===== config.mk =====
export PLATFORM = sky130hd
export DESIGN_NAME = forwarding_hazard_unit
export DESIGN_NICKNAME = d
export VERILOG_FILES = /design/src/rtl/forwarding_hazard_unit.sv
export SDC_FILE = /design/constraint.sdc
export NUM_CORES = 1
export LEC_CHECK = 0
export CAP_MARGIN = 20
export CORE_AREA = 2 2 95 97
export CTS_BUF_LIST = sky130_fd_sc_hd__clkbuf_8 sky130_fd_sc_hd__clkbuf_16
export CTS_CLUSTER_SIZE = 28
export DETAILED_ROUTE_END_ITERATION = 8
export DIE_AREA = 0 0 97 99
export DONT_BUFFER_PORTS = 1
export HOLD_SLACK_MARGIN = 0.1
export PLACE_DENSITY = 0.74
export SETUP_SLACK_MARGIN = 0.2
export SLEW_MARGIN = 10
export SYNTH_ARGS = -nofsm -noshare
export SYNTH_HDL_FRONTEND = slang
export SYNTH_SLANG_ARGS = --single-unit

===== constraint.sdc =====
create_clock -name clk -period 4 [get_ports clk]
set_input_delay 0.8 -clock clk [delete_from_list [all_inputs] [get_ports clk]]
set_output_delay 0.8 -clock clk [all_outputs]
set_load 0.02 [all_outputs]

===== src/rtl/forwarding_hazard_unit.sv =====
// rtl/forwarding_hazard_unit.sv - EX operand forwarding, load-use/scoreboard stall control and status
module forwarding_hazard_unit #(
    parameter int RegAddrWidth = 5,
    parameter int NumSrc       = 2,
    parameter int MemLoadFwd   = 1,
    parameter int StallTimeout = 64
) (
    input  logic                           clk,
    input  logic                           reset,
    input  logic                           id_valid,
    input  logic [NumSrc*RegAddrWidth-1:0] id_rs,
    input  logic [NumSrc-1:0]              id_rs_used,
    input  logic [RegAddrWidth-1:0]        id_rd,
    input  logic                           id_we,
    input  logic [NumSrc*RegAddrWidth-1:0] ex_rs,
    input  logic [RegAddrWidth-1:0]        ex_rd,
    input  logic                           ex_we,
    input  logic                           ex_mem_read,
    input  logic [RegAddrWidth-1:0]        mem_rd,
    input  logic                           mem_we,
    input  logic                           mem_read,
    input  logic [RegAddrWidth-1:0]        wb_rd,
    input  logic                           wb_we,
    input  logic                           lu_issue,
    input  logic [RegAddrWidth-1:0]        lu_rd,
    input  logic                           lu_done,
    input  logic [RegAddrWidth-1:0]        lu_done_rd,
    output logic [NumSrc*3-1:0]            fwd_sel,
    output logic                           stall_id,
    output logic                           flush_ex,
    output logic [15:0]                    stall_count,
    output logic                           sb_error,
    output logic                           timeout
);

    localparam int          NumRegs      = 2 ** RegAddrWidth;
    localparam bit          LoadBypass   = (MemLoadFwd != 0);
    localparam logic [15:0] TimeoutLimit = 16'(StallTimeout);

    logic [NumRegs-1:1] pending_q;
    logic [NumRegs-1:0] pending;
    logic [NumRegs-1:0] pending_next;
    logic               load_use_hazard;
    logic               sb_hazard;
    logic               issue_error;
    logic               done_error;
    logic [15:0]        to_cnt;
    logic [15:0]        to_cnt_inc;

    // x0 is never pending; keep it out of the register entirely
    assign pending = {pending_q, 1'b0};

    always_comb begin
        fwd_sel = '0;
        for (int i = 0; i < NumSrc; i++) begin
            if (ex_rs[i*RegAddrWidth +: RegAddrWidth] != '0) begin
                if (mem_we && mem_rd == ex_rs[i*RegAddrWidth +: RegAddrWidth]) begin
                    if (!mem_read) begin
                        fwd_sel[i*3 +: 3] = 3'b001;
                    end else if (LoadBypass) begin
                        fwd_sel[i*3 +: 3] = 3'b010;
                    end
                end else if (wb_we && wb_rd == ex_rs[i*RegAddrWidth +: RegAddrWidth]) begin
                    fwd_sel[i*3 +: 3] = 3'b100;
                end
            end
        end
    end

    always_comb begin
        load_use_hazard = 1'b0;
        sb_hazard       = 1'b0;
        for (int i = 0; i < NumSrc; i++) begin
            if (id_valid && id_rs_used[i]) begin
                if (id_rs[i*RegAddrWidth +: RegAddrWidth] != '0) begin
                    if (ex_we && ex_mem_read && ex_rd == id_rs[i*RegAddrWidth +: RegAddrWidth]) begin
                        load_use_hazard = 1'b1;
                    end
                    if (!LoadBypass && mem_we && mem_read &&
                        mem_rd == id_rs[i*RegAddrWidth +: RegAddrWidth]) begin
                        load_use_hazard = 1'b1;
                    end
                end
                if (pending[id_rs[i*RegAddrWidth +: RegAddrWidth]]) begin
                    sb_hazard = 1'b1;
                end
            end
        end
        if (id_valid && id_we && pending[id_rd]) begin
            sb_hazard = 1'b1;
        end
    end

    assign stall_id = load_use_hazard | sb_hazard;
    assign flush_ex = stall_id;

    // Clear before set so a done and re-issue to the same register keeps it busy
    always_comb begin
        pending_next = pending;
        if (lu_done) begin
            pending_next[lu_done_rd] = 1'b0;
        end
        if (lu_issue) begin
            pending_next[lu_rd] = 1'b1;
        end
        pending_next[0] = 1'b0;
    end

    assign issue_error = lu_issue && pending[lu_rd] && !(lu_done && lu_done_rd == lu_rd);
    assign done_error  = lu_done && !pending[lu_done_rd];
    assign to_cnt_inc  = (to_cnt == 16'hFFFF) ? to_cnt : to_cnt + 16'd1;

    always_ff @(posedge clk or posedge reset) begin
        if (reset) begin
            pending_q   <= '0;
            stall_count <= '0;
            sb_error    <= 1'b0;
            timeout     <= 1'b0;
            to_cnt      <= '0;
        end else begin
            pending_q <= pending_next[NumRegs-1:1];
            if (stall_id && stall_count != 16'hFFFF) begin
                stall_count <= stall_count + 16'd1;
            end
            if (issue_error || done_error) begin
                sb_error <= 1'b1;
            end
            if (sb_hazard) begin
                to_cnt <= to_cnt_inc;
                if (to_cnt_inc >= TimeoutLimit) begin
                    timeout <= 1'b1;
                end
            end else begin
                to_cnt <= '0;
            end
        end
    end

endmodule


==> flow_summary.ini <==
[status]
status = completed

[route]
drt-met1-wl_um = 5450
dr_wl_met2_um = 5950
met3_length_um = 1120
routed_wl_um = 12700
drt_iter0_markers = 269
antenna_left = 0
num_vias = 4140
drc = 0
top_layer = met4
wire_per_inst_um = 20.9
firstDrtPassIters = 6
vias_per_cell = 6.82

[die]
core_mm2 = 0.00855
top_level_ports = 89
rows = 34
start_util_pct = 58.6
dieArea_mm2 = 0.00960
die_w_um = 97
die_y_um = 99

[synth]
syn_avg_cell_area_um2 = 9.90
synth.most_common_cell = o21ai_0
ys_seq_area_share_pct = 32.5
synth.top_cell.area_share_pct = 32.5
yosys_warnings = 0
synth_edf_count = 0
yosys-top-cells-area = dfrtp_1, mux4_2, o21ai_0
synthCells = 506
yosysUniqueCellTypes = 59
synth_common_cells = o21ai_0, dfrtp_1, xor2_1, nand2_1, mux4_2
ys.flop_type = dfrtp_1
ys_ff_latch = 65
synth_nets = 571
synth_top_area_cell = dfrtp_1
synth_area_mm2 = 0.00501
ys_async_sr_fraction_pct = 100

[sta]
slew_headroom_pct = 34.9
skew_ns = 0.0152
hold_ws_ns = 0.489
fmax_mhz = 304
fin_tns_setup_ns = 0
worst_slack_ns = 0.706
fin_crit_ns = 3.29
fin_crit_sh_pct = 82.4
setup_violations = 0
tightest_slew_ns = 0.969
finalHoldViolations = 0
drv_slew = 0
rsz0062_at_grt = no

[clock_tree]
root_buffer = clkbuf_8
ctsLongestPathBuffers = 2
post_cts_buffers = 0
cts_tree = built
cts_buffers = 9
htreeDepth = 3
cts_resized = 0
holdBufCountCts = 0
clock-sinks = 65
clk_pin_slew_ns = 0.08
clk_latency_ns = 0.34

[worst_hold_path]
hold_class = in -> async

[setup_path]
reg2reg_from = stall_count[4]
r2r.worst_path.cells = 7
cp_max_fo = 6
path_class = reg -> out
required_ns = 3.20
rrSetupSlack_ns = 1.21
rr_endpoint = stall_count[1]
cp-end-kind = output pin
cp-start-kind = register
crit_arrival_ns = 2.49

[grt]
globalRoute.totalOverflow = 0
first_global_vias = 4116
antenna_found_initial = 0
grt_pass1_wl_um = 21200
grt_max_degree = 41
grt_usage_pct = 27.5

[pwr]
vdd.ir_drop.worst_v = 0.000346
p_leak_nw = 2.03
powerDensity_mw_per_mm2 = 402

[placed_design]
hpwl_um = 9050
io_buffers = 0
pre_cts_slack_ns = 0.710
gp_congestion = 0.871

[finish]
drive_above_1_share_pct = 14.0
fin_util_pct = 61.2
antenna_cells = 0
syn2layout_area_growth_pct = 4.42
nets = 559

[flow_run]
drv_cap = 0
==> layer usage <==
metal  GRT usage, %  vias to the layer above
met1           38.7                     2070
met5              0                        -
met2           42.0                      174
met3           7.38                       16
li1               -                     1880
met4           8.88                        0
==> per-stage QoR <==
step / power (W) / instances / instance area [um^2]
global route: 0.00222 / 607 / 5230
floorplan: 0.00141 / 506 / 5010
CTS: 0.00210 / 607 / 5230
finish: 0.00210 / 607 / 5230
detailed placement: 0.00153 / 591 / 5030
global placement: 0.00150 / 591 / 5030
==> final cells by class <==
cell class,count,area (um^2)
Timing Repair Buffer,3,22.5
Clock inverter,7,78.8
Multi-Input combinational cell,399,3180
Fill cell,730,3320
Clock buffer,9,124
Tap cell,108,135
Sequential cell,65,1630
Inverter,16,60.1
==> worst max-delay path, stage by stage (launching register included) <==
cell,delay (ns)
dfrtp_1,0.44
mux4_2,0.48
a22oi_1,0.20
o31a_1,0.22
o32ai_4,0.11
nor4b_4,0.42
inv_1,0.10
buf_4,0.19
==> layout by cell type, fill, tap and decap left out, drive strengths merged, types with 5 or more instances in the layout <==
cell type | Yosys | final
a31oi | 5 | 5
and2 | 7 | 7
clkbuf | 15 | 9
dfrtp | 65 | 65
inv | 16 | 19
mux2 | 7 | 7
mux2i | 13 | 13
mux4 | 34 | 34
nand2 | 33 | 33
nand3 | 24 | 24
nand3b | 14 | 14
nand4 | 8 | 8
nor2 | 30 | 30
nor3 | 20 | 20
nor4 | 12 | 12
nor4b | 7 | 7
o21ai | 68 | 68
o22ai | 5 | 5
or3b | 6 | 6
xnor2 | 21 | 21
xor2 | 35 | 35
==> kinds of logic after synthesis <==
group           after synthesis  share of synthesized area [%]
fa+ha+maj                     2                          0.500
mux                          54                           19.8
buf+inv                      42                           3.97
compound gates               99                           11.9
flops                        65                           32.5
simple gates                188                           21.6
xor+xnor                     56                           9.79
==> worst max path at each step <==
stage / slack [ns] / cells after the start / endpoint / start
after floorplan: 0.41 / 9 / stall_id / id_rd[0]
after global placement: 0.72 / 7 / flush_ex / id_rd[0]
after detailed placement: 0.71 / 7 / flush_ex / id_rd[0]
after CTS: 0.68 / 7 / flush_ex / pending_q[13]
after global routing: 0.52 / 7 / flush_ex / pending_q[13]
final: 0.71 / 7 / flush_ex / pending_q[13]
==> where the power goes <==
part / leakage (nW) / internal (W) / switching, W / total [W]
logic: 1.10 / 0.000306 / 0.000214 / 0.000519
clock network: 0.103 / 0.000294 / 0.000280 / 0.000574
registers: 0.829 / 0.000766 / 0.000244 / 0.00101
total: 2.03 / 0.00137 / 0.000738 / 0.00210
==> state kept, by name, summed over array words and instances, names as in the netlist <==
signal       count
timeout          1
pending_q       31
sb_error         1
stall_count     16
to_cnt          16
No activity file was read; power rests on OpenSTA's default activity.
